[config.mk]
export PLATFORM = sky130hd
export DESIGN_NAME = regfile_wb_arbiter
export DESIGN_NICKNAME = d
export VERILOG_FILES = /design/src/rtl/regfile_pkg.sv /design/src/rtl/regfile_scoreboard.sv /design/src/rtl/regfile_wb_arbiter.sv
export SDC_FILE = /design/constraint.sdc
export NUM_CORES = 1
export LEC_CHECK = 0
export CAP_MARGIN = 20
export CORE_ASPECT_RATIO = 1.75
export CORE_MARGIN = 5
export CORE_UTILIZATION = 38
export CTS_CLUSTER_DIAMETER = 100
export CTS_CLUSTER_SIZE = 25
export DETAILED_ROUTE_END_ITERATION = 7
export DONT_BUFFER_PORTS = 1
export PLACE_DENSITY_LB_ADDON = 0.15
export SETUP_SLACK_MARGIN = 0.05
export SLEW_MARGIN = 0
export SYNTH_ARGS = -nofsm -noshare
export SYNTH_HDL_FRONTEND = slang
export SYNTH_SLANG_ARGS = --single-unit
[constraint.sdc]
create_clock -name CLK -period 2.8 [get_ports CLK]
set_input_delay 0 -clock CLK [delete_from_list [all_inputs] [get_ports CLK]]
set_output_delay 0 -clock CLK [all_outputs]
set_load 0.005 [all_outputs]
[src/rtl/regfile_pkg.sv]
// Shared register-file parameters and requester select type.
// Used by the write-back arbiter, scoreboard, register file and decoder.
package regfile_pkg;

    localparam int DATA_W = 32;
    localparam int ADDR_W = 5;
    localparam int NREG   = 1 << ADDR_W;

    typedef enum logic {
        REQ_A = 1'b0,
        REQ_B = 1'b1
    } req_sel_e;

endpackage

[src/rtl/regfile_scoreboard.sv]
// Pending-write scoreboard: one Busy bit per register.
// Drives Issue_Ready (WAW) and Stall (RAW) for the decoder.
module regfile_scoreboard
    import regfile_pkg::*;
(
    input  logic              CLK,
    input  logic              RST,
    input  logic              Issue_Valid,
    input  logic [ADDR_W-1:0] Issue_Addr,
    output logic              Issue_Ready,
    input  logic [ADDR_W-1:0] Rd_Addr_A,
    input  logic [ADDR_W-1:0] Rd_Addr_B,
    output logic              Stall,
    input  logic              WE,
    input  logic [ADDR_W-1:0] W_Addr,
    output logic [NREG-1:0]   Busy
);

    logic [NREG-1:0] busy_q;
    logic [NREG-1:0] busy_d;
    logic            set_en;

    always_comb begin
        Issue_Ready = (Issue_Addr == '0) | ~busy_q[Issue_Addr];
        Stall = ((Rd_Addr_A != '0) & busy_q[Rd_Addr_A])
              | ((Rd_Addr_B != '0) & busy_q[Rd_Addr_B]);
        set_en = Issue_Valid & Issue_Ready & (Issue_Addr != '0);
    end

    // Clear applied first so a same-edge set on the same index wins.
    always_comb begin
        busy_d = busy_q;
        if (WE)
            busy_d[W_Addr] = 1'b0;
        if (set_en)
            busy_d[Issue_Addr] = 1'b1;
        busy_d[0] = 1'b0;
    end

    always_ff @(posedge CLK or posedge RST) begin
        if (RST)
            busy_q <= '0;
        else
            busy_q <= busy_d;
    end

    assign Busy = busy_q;

endmodule

[src/rtl/regfile_wb_arbiter.sv]
// Round-robin write-back arbiter for the single register-file write port,
// with a pending-write scoreboard for RAW/WAW hazard detection.
module regfile_wb_arbiter
    import regfile_pkg::*;
(
    input  logic              CLK,
    input  logic              RST,
    input  logic              A_Valid,
    input  logic [ADDR_W-1:0] A_Addr,
    input  logic [DATA_W-1:0] A_Data,
    output logic              A_Ready,
    input  logic              B_Valid,
    input  logic [ADDR_W-1:0] B_Addr,
    input  logic [DATA_W-1:0] B_Data,
    output logic              B_Ready,
    input  logic              Issue_Valid,
    input  logic [ADDR_W-1:0] Issue_Addr,
    output logic              Issue_Ready,
    input  logic [ADDR_W-1:0] Rd_Addr_A,
    input  logic [ADDR_W-1:0] Rd_Addr_B,
    output logic              Stall,
    output logic [ADDR_W-1:0] W_Addr,
    output logic [DATA_W-1:0] W_Data,
    output logic              WE,
    output logic [NREG-1:0]   Busy
);

    req_sel_e rr_q;
    req_sel_e rr_d;
    logic     a_nz;
    logic     b_nz;
    logic     grant_a;
    logic     grant_b;
    logic     contended;

    always_comb begin
        a_nz      = A_Valid & (A_Addr != '0);
        b_nz      = B_Valid & (B_Addr != '0);
        contended = a_nz & b_nz;
        grant_a   = a_nz & (~b_nz | (rr_q == REQ_A));
        grant_b   = b_nz & (~a_nz | (rr_q == REQ_B));
        // Zero-address requests are swallowed without using the port.
        A_Ready   = A_Valid & ((A_Addr == '0) | grant_a);
        B_Ready   = B_Valid & ((B_Addr == '0) | grant_b);
    end

    always_comb begin
        rr_d = rr_q;
        if (contended)
            rr_d = grant_a ? REQ_B : REQ_A;
    end

    always_ff @(posedge CLK or posedge RST) begin
        if (RST)
            rr_q <= REQ_A;
        else
            rr_q <= rr_d;
    end

    always_ff @(posedge CLK or posedge RST) begin
        if (RST) begin
            WE     <= 1'b0;
            W_Addr <= '0;
            W_Data <= '0;
        end else begin
            WE <= grant_a | grant_b;
            if (grant_a) begin
                W_Addr <= A_Addr;
                W_Data <= A_Data;
            end else if (grant_b) begin
                W_Addr <= B_Addr;
                W_Data <= B_Data;
            end
        end
    end

    regfile_scoreboard u_sb (
        .CLK         (CLK),
        .RST         (RST),
        .Issue_Valid (Issue_Valid),
        .Issue_Addr  (Issue_Addr),
        .Issue_Ready (Issue_Ready),
        .Rd_Addr_A   (Rd_Addr_A),
        .Rd_Addr_B   (Rd_Addr_B),
        .Stall       (Stall),
        .WE          (WE),
        .W_Addr      (W_Addr),
        .Busy        (Busy)
    );

endmodule

==> run_results.csv <==
group,metric,value,unit
place,dp_worst_setup_slack,918,ps
layout,fin_nets,563,
floorplan,die_w,86.9,µm
pwr,power_density,858,nW/µm²
grt,grt_pass1_wl,20800,µm
pwr,ir_drop,0.000471,V
drt,drt_wl_total,13500,µm
clock_tree,cts_root_buf,"clkbuf_16",
status,status,"completed",
clock_tree,path_clk_slew,60,ps
critical_path,path_max_fanout,5,
critical_path,cp_cell_sequence,"mux2_2 -> a211oi_1 -> dlygate4sd3_1 -> nand2_1 -> dlygate4sd3_1 -> o21ai_0",
drt,dr.pass1.iters,4,
pwr,fin_total_pwr,0.00442,W
sta,hold_viol,0,
sta,setup_slack,255,ps
clock_tree,cts_made_buffers,9,
place,gp_congestion,0.861,
critical_path,rr_worst_depth,6,
critical_path,reg2reg_from,"u_sb.Busy[3]",
grt,antenna_found_initial,0,
critical_path,startpoint_type,"flip-flop",
sta,fin_crit_sh,90.9,%
clock_tree,clock_sinks,70,
sta,worstMarginPinSlew,911,ps
logic_synthesis,yosysWarnings,0,
clock_tree,post_cts_resized,0,
critical_path,cp_data_required_time,3040,ps
critical_path,path_buf_inv,2,
logic_synthesis,async_flop_share,100,%
drt,via_per_inst,6.06,
floorplan,io_pins,168,
sta,setup_violations,0,
critical_path,crit_arrival,2790,ps
grt,overflow,0,
grt,grt_pass1_vias,3934,
critical_path,crit_slowest_cell,"dlygate4sd3_1",
logic_synthesis,synth-edff-count,0,
drt,vias,3642,
layout,layout-drive-gt1-share,9.28,%
logic_synthesis,ys_seq_elements,70,
critical_path,crit_type,"reg2reg",
clock_tree,htreeDepth,3,
logic_synthesis,synth.distinct_cells,48,
sta,rsz0062_at_grt,"no",
sta,slew_violations,0,
min_path,hold_depth,2,
min_path,hp-start,"Issue_Addr[4]",
grt,track_usage,21.6,%
critical_path,cp_slowest_stage_delay,600,ps
min_path,hold_path.class,"in2reg",
critical_path,rr_endpoint,"u_sb.Busy[1]",
layout,n_antenna_cell,0,
logic_synthesis,syn_area_per_cell,9.85,µm²
place,io_buffers,0,
clock_tree,cts_tree,"built",
critical_path,cpMostUsedCell,"dlygate4sd3_1",
drt,drt_iter0_drc,215,
drt,ant_nets,0,
clock_tree,clockBufferDepth,2,
floorplan,die_y,145,µm
min_path,holdPathEnd,"u_sb.Busy[26]",
clock_tree,clk_latency,330,ps
floorplan,coreArea,10200,µm²
sta,setup_tns,0,ps
floorplan,die_area,12600,µm²
grt,grt_max_degree,71,
layout,area_delta_synth_final,30.9,%
sta,fmax,393,MHz
logic_synthesis,syn_inst,399,
logic_synthesis,synthFlopType,"dfrtp_1",
logic_synthesis,synth_fp_nets,493,
drt,drc_errors,0,
floorplan,rows,49,
drt,wire_per_inst,22.5,µm
pwr,p_leak,2.14,nW
critical_path,r2r_slack,250,ps
logic_synthesis,synth-seq-area-share,44.6,%
place,dpl.hpwl,9360,µm
flow_run,cap_violations,0,
sta,min_period,2550,ps
logic_synthesis,synth_area,3930,µm²
floorplan,initial_core_util,38.6,%
sta,relSlewSlack,39.3,%
critical_path,cp_top_family,"buffers and inverters",
critical_path,end_kind,"flip-flop",
sta,fin_worst_skew,4.15,ps
## worst max-delay path by stage
stage	start	to	slack [ps]	cells past startpoint
floorplan	RST	WE	1030	1
CTS	u_sb.Busy[3]	u_sb.Busy[1]	250	6
detailed placement	u_sb.Busy[15]	u_sb.Busy[15]	920	3
global route	u_sb.Busy[3]	u_sb.Busy[1]	130	6
finish	u_sb.Busy[3]	u_sb.Busy[1]	250	6
global placement	u_sb.Busy[15]	u_sb.Busy[12]	920	3
## cell usage after synthesis (3+ instances only)
cell type,count,area [µm²]
a211oi_1,3,22.5
a22oi_1,38,285
buf_2,8,40.0
buf_4,7,52.6
buf_6,5,56.3
clkbuf_1,7,26.3
dfrtp_1,70,1750
inv_1,5,18.8
mux2_2,4,45.0
mux2i_1,10,100
mux4_1,3,78.8
mux4_2,12,270
nand2_1,83,312
nand3_1,9,45.0
nand3b_1,11,82.6
nor2_1,9,33.8
nor2b_1,5,31.3
nor3b_1,3,22.5
o21ai_0,66,330
or3_1,3,18.8
or4b_1,4,40.0
## registers in the layout, indices dropped and copies added (netlist names)
register	count
rr_q	1
WE	1
W_Data	32
u_sb.Busy	31
W_Addr	5
## area by class of cell
cell class / instances / area, µm²
fill: 957 / 5030
multi-input combinational: 296 / 1980
sequential: 70 / 1750
timing repair buffer: 87 / 876
clock buffer: 11 / 253
tap: 127 / 159
clock inverter: 5 / 105
inverter: 5 / 18.8
## metal layers
metal	GRT usage, %	wire (µm)	vias up
met5	0	0	-
met4	10.6	439	0
met3	6.90	1200	31
met2	39.6	7480	192
met1	21.4	4420	1807
li1	-	-	1612
## power breakdown
part	total, W	switching, W	internal (W)
clock network	0.00134	0.000427	0.000918
logic	0.00120	0.000531	0.000665
registers	0.00187	0.000519	0.00136
total	0.00442	0.00148	0.00294
## cell families (layout without fill, tap and decap cells)
logic type | count (synthesis) | in the layout | share of synthesized area, %
AND/OR/NAND/NOR | 143 | 143 | 18.0
AO/OA/AOI/OAI | 122 | 122 | 19.5
flip-flops | 70 | 70 | 44.6
buffers and inverters | 33 | 108 | 5.03
multiplexers | 29 | 29 | 12.6
other | 1 | 1 | 0.0954
XOR/XNOR | 1 | 1 | 0.223
## worst register-to-register path: stages, from the launching register on
cell and delay, ps:
dfrtp_1 460, mux2_2 290, a211oi_1 300, dlygate4sd3_1 600, nand2_1 50, dlygate4sd3_1 600, o21ai_0 150
## repair_timing
item / CTS / global route
setup buffers: 0 / 0
hold buffers: 84 / 0
hold endpoints to repair: 135 / 0
## layout by cell type, fill, tap and decap left out, types with 4 or more instances in the layout
cell type,netlist,final
a22oi_1,38,38
clkbuf_16,0,9
dfrtp_1,70,70
dlygate4sd3_1,0,84
inv_1,5,4
mux2_2,4,4
mux2i_1,10,10
mux4_2,12,12
nand2_1,83,83
nand3_1,9,9
nand3b_1,11,11
nor2_1,9,9
nor2b_1,5,4
o21ai_0,66,66
or4b_1,4,4
## per-stage QoR
| step | utilization [%] | hold slack, ps | area [µm²] | std cells |
|---|---|---|---|---|
| final | 50.6 | 20.5 | 5150 | 601 |
| after global routing | 50.6 | 27.0 | 5150 | 601 |
| after CTS | 50.6 | 15.1 | 5150 | 601 |
| after detailed placement | 38.8 | 79.2 | 3950 | 501 |
| after global placement | 38.8 | 78.2 | 3950 | 501 |
| after floorplan | - | 89.9 | 3930 | 399 |
No activity file was read; power rests on OpenSTA's default activity.
